<file path="src/rtl/instr_fetch_unit.sv">
// Instruction fetch stage: PC register, single-outstanding imem request FSM,
// and a one-entry output buffer whose opcode field feeds the control unit.
module instr_fetch_unit #(
  parameter int unsigned     XLEN     = 32,
  parameter logic [XLEN-1:0] RESET_PC = '0
) (
  input  logic            clk,
  input  logic            rst_n,
  output logic            imem_req_valid,
  input  logic            imem_req_ready,
  output logic [XLEN-1:0] imem_addr,
  input  logic            imem_rsp_valid,
  input  logic [XLEN-1:0] imem_rsp_data,
  input  logic            redirect_valid,
  input  logic [XLEN-1:0] redirect_pc,
  output logic            if_valid,
  input  logic            if_ready,
  output logic [XLEN-1:0] if_instr,
  output logic [XLEN-1:0] if_pc,
  output logic [6:0]      if_opcode,
  output logic            fetch_idle
);

  typedef enum logic [1:0] {
    REQ   = 2'd0,
    WAIT  = 2'd1,
    DRAIN = 2'd2
  } state_t;

  state_t          state;
  logic [XLEN-1:0] fetch_pc;
  logic [XLEN-1:0] req_pc;
  logic            slot_free;
  logic            issue;
  logic            load;

  // Only issue when the buffer is guaranteed free, so a response always has a slot.
  assign slot_free      = !if_valid || if_ready;
  assign imem_req_valid = rst_n && (state == REQ) && slot_free && !redirect_valid;
  assign issue          = imem_req_valid && imem_req_ready;
  assign load           = (state == WAIT) && imem_rsp_valid && !redirect_valid;
  assign imem_addr      = fetch_pc;
  assign if_opcode      = if_instr[6:0];
  assign fetch_idle     = (state == REQ) && !imem_req_valid;

  always_ff @(posedge clk or negedge rst_n) begin
    if (!rst_n) begin
      state    <= REQ;
      fetch_pc <= RESET_PC;
      req_pc   <= '0;
      if_valid <= 1'b0;
      if_instr <= '0;
      if_pc    <= '0;
    end else begin
      if (redirect_valid) begin
        fetch_pc <= {redirect_pc[XLEN-1:2], 2'b00};
      end else if (issue) begin
        fetch_pc <= fetch_pc + XLEN'(4);
      end

      if (issue) begin
        req_pc <= fetch_pc;
      end

      if (load) begin
        if_instr <= imem_rsp_data;
        if_pc    <= req_pc;
      end

      if (redirect_valid) begin
        if_valid <= 1'b0;
      end else if (load) begin
        if_valid <= 1'b1;
      end else if (if_valid && if_ready) begin
        if_valid <= 1'b0;
      end

      // Any response retires the single outstanding request, even one arriving with a redirect.
      unique case (state)
        REQ:     if (issue) state <= WAIT;
        WAIT: begin
          if (imem_rsp_valid)      state <= REQ;
          else if (redirect_valid) state <= DRAIN;
        end
        DRAIN:   if (imem_rsp_valid) state <= REQ;
        default: state <= REQ;
      endcase
    end
  end

endmodule

</file>
<file path="config.mk">
export PLATFORM = sky130hd
export DESIGN_NAME = instr_fetch_unit
export DESIGN_NICKNAME = d
export VERILOG_FILES = /design/src/rtl/instr_fetch_unit.sv
export SDC_FILE = /design/constraint.sdc
export NUM_CORES = 1
export LEC_CHECK = 0
export ABC_AREA = 1
export ABC_CLOCK_PERIOD_IN_PS = 1670
export CAP_MARGIN = 5
export CORE_AREA = 2 2 128 155
export DETAILED_ROUTE_END_ITERATION = 6
export DIE_AREA = 0 0 130 157
export SLEW_MARGIN = 25
export SYNTH_ARGS = -nofsm -noshare
export SYNTH_HDL_FRONTEND = slang
export SYNTH_SLANG_ARGS = --single-unit
</file>
<file path="constraint.sdc">
create_clock -name clk -period 1.67 [get_ports clk]
set_clock_uncertainty 0.15 [all_clocks]
set_input_delay 0.2505 -clock clk [delete_from_list [all_inputs] [get_ports clk]]
set_output_delay 0.2505 -clock clk [all_outputs]
set_load 0.01 [all_outputs]
</file>
==> metrics.yaml <==
run_status:
  status: "finished with violations"
  violations: "negative hold slack, negative setup slack"
floorplan:
  die_w_microns: 130
  start_util_pct: 31.7
  die-area_sq_um: 20400
  core_area_sq_um: 18800
  rows: 55
  die_h_microns: 157
  io-pin-count: 176
logic_synthesis:
  syn_inst: 625
  synthFlopType: "dfrtp_1"
  ys_types: 27
  yosysSeqAreaShare_pct: 52.5
  async_reset_ff_share_pct: 100
  ys_seq_elements: 125
  netlist_area_sq_um: 5960
  syn_avg_cell_area_sq_um: 9.53
  synth-warning-count: 0
  synth_edf_count: 0
flow_run:
  maxCapViolCount: 0
critical_path:
  worstSetupPathType: "reg -> out"
  cp_max_fo: 2
  reg2reg_slack_ns: 0.02
  critPathCaptureType: "output port"
  crit_arrival_ns: 1.32
  cp-startpoint: "state[1]"
  reg2reg_from: "state[1]"
  r2r-end: "if_instr[7]"
  endpoint: "imem_req_valid"
  cp-start-kind: "register"
  reg2regPathDepth: 6
  required_ns: 1.27
finish:
  fill_cells: 1792
  final_common_cell: "nand2_1"
  mostFrequentLayoutCells: "nand2_1, dfrtp_1, dlygate4sd2_1, clkdlybuf4s50_1"
  antenna_cells: 0
  design_area_sq_um: 9160
  nets: 926
  drive_gt1_share_pct: 25.0
  syn_to_final_growth_pct: 53.7
sta:
  min_period_ns: 1.72
  setup_viol: 2
  slew_viol_final: 0
  hold_viol: 55
  period_share_pct: 103
  tightest_slew_ns: 0.759
  fmax_mhz: 582
  rsz0062_at_grt: "true"
  max-slew-margin-rel_pct: 49.4
  whs_ns: -0.145
  setup_ws_ns: -0.0486
min_path:
  hp-class: "in -> async"
routing:
  wirelength_microns: 16900
  route.detailed.drc: 0
  via_count: 5057
  antenna_left: 0
  via_per_inst: 4.50
  wire_per_inst_microns: 15.1
  dr.pass1.iters: 4
  drt_iter0_markers: 277
cts:
  clk_root_buffer_cell: "clkbuf_16"
  insertion_delay_ns: 0.42
  clock_sinks: 125
  clk_path_buf_depth: 2
  cts_tree: "built"
  numCtsBuffers: 17
  cts_htree_levels: 4
  clkTransAtPathRegs_ns: 0.06
power_and_ir_drop:
  powerDensity_nw_per_um2: 1220
  power.total_mw: 11.2
  power.leakage_nw: 4.59
  peakVddDrop_mv: 0.675
global_route:
  grt_pass1_vias: 4942
  grt_usage_pct: 16.6
  grt_max_degree: 58
  antenna_found_initial: 0
  overflow: 0
  grt_pass1_wl_microns: 25900
place:
  place_area_sq_um: 8160
  place.gp.congestion: 0.830
  portBuffers: 169
  dp.final_hpwl_microns: 12000
## layout make-up
class                      instances  area, sq um  area share, %
timing repair inverter             1         7.51         0.0820
multi-input combinational        410         2550           27.9
timing repair buffer             241         2270           24.8
sequential                       125         3140           34.3
clock inverter                    13          189           2.06
inverter                          59          225           2.46
tap                              256          320           3.50
clock buffer                      19          453           4.95
## registers in the layout, summed over array words and instances, names as in the netlist
name and count:
if_instr 32, if_pc 30, imem_addr 30, req_pc 30, state 2, if_valid 1
## power by group
part	switching, mW	internal (mW)	total [mW]	leakage (nW)
Combinational	1.31	1.67	2.98	2.73
Clock	1.40	2.58	3.98	0.298
Sequential	0.455	3.80	4.26	1.56
Total	3.17	8.05	11.2	4.59
## cell families (layout without fill, tap and decap cells)
kind of cell,count (synthesis),count (layout),synth area share [%]
compound gates,65,65,5.76
xor+xnor,1,1,0.147
fa+ha+maj,1,1,0.210
buf+inv,93,333,7.65
flops,125,125,52.5
mux,60,60,14.2
other cells,1,4,0.0630
simple gates,279,279,19.5
## through the flow
| stage | utilization, % | std cells | worst slack [ns] | hold slack (ns) | setup TNS [ns] |
|---|---|---|---|---|---|
| after floorplan | - | 628 | 0.0518 | -0.195 | 0 |
| after global placement | 43.4 | 1066 | -0.469 | 0.316 | -24.00 |
| after detailed placement | 43.4 | 1066 | -0.539 | 0.323 | -25.97 |
| after CTS | 46.9 | 1111 | -0.146 | -0.125 | -0.381 |
| after global routing | 48.7 | 1124 | -0.115 | -0.0895 | -0.956 |
| final | 48.7 | 1124 | -0.0486 | -0.145 | -0.0922 |
## Yosys cell counts, drive strengths merged, types with 2 or more instances
cell / n / area share, %
inv: 59 / 3.7
o21ai: 58 / 4.9
clkbuf: 6 / 0.38
nor2: 43 / 3.0
buf: 28 / 3.5
nand2: 174 / 11
o211ai: 6 / 0.76
nand4: 2 / 0.32
dfrtp: 125 / 53
nand3: 55 / 4.6
and2: 3 / 0.32
mux2: 60 / 14
## critical path, stage by stage, from the launching register on
cell     delay [ns]
dfrtp_1        0.38
nor2_2         0.15
nand3_2        0.10
inv_2          0.09
buf_6          0.09
buf_6          0.09
## how the worst min path moves through the flow
stage               startpoint      endpoint  slack, ns  depth (start not counted)
floorplan                rst_n   if_instr[0]      -0.20                          0
finish                   rst_n  imem_addr[4]      -0.15                          2
CTS                      rst_n  imem_addr[4]      -0.12                          2
global route             rst_n  imem_addr[3]      -0.09                          2
global placement    req_pc[16]    req_pc[16]       0.32                          2
detailed placement       rst_n  imem_addr[4]       0.32                          2
## routing by layer
metal	GRT usage, %	routed length (microns)	part of all wire (%)
met5	0	0	0
met4	7.58	440	2.6
met3	3.37	882	5.2
met2	25.7	7950	47
met1	22.3	7680	45
## what timing repair did
action / CTS / global route
cloned: 0 / 7
setup buffers: 13 / 7
gates resized for setup: 122 / 57
pin swaps: 1 / 17
hold endpoints to repair: 55 / 55
setup endpoints to repair: 104 / 81
Note: power is estimated with default switching activity, not from simulation.
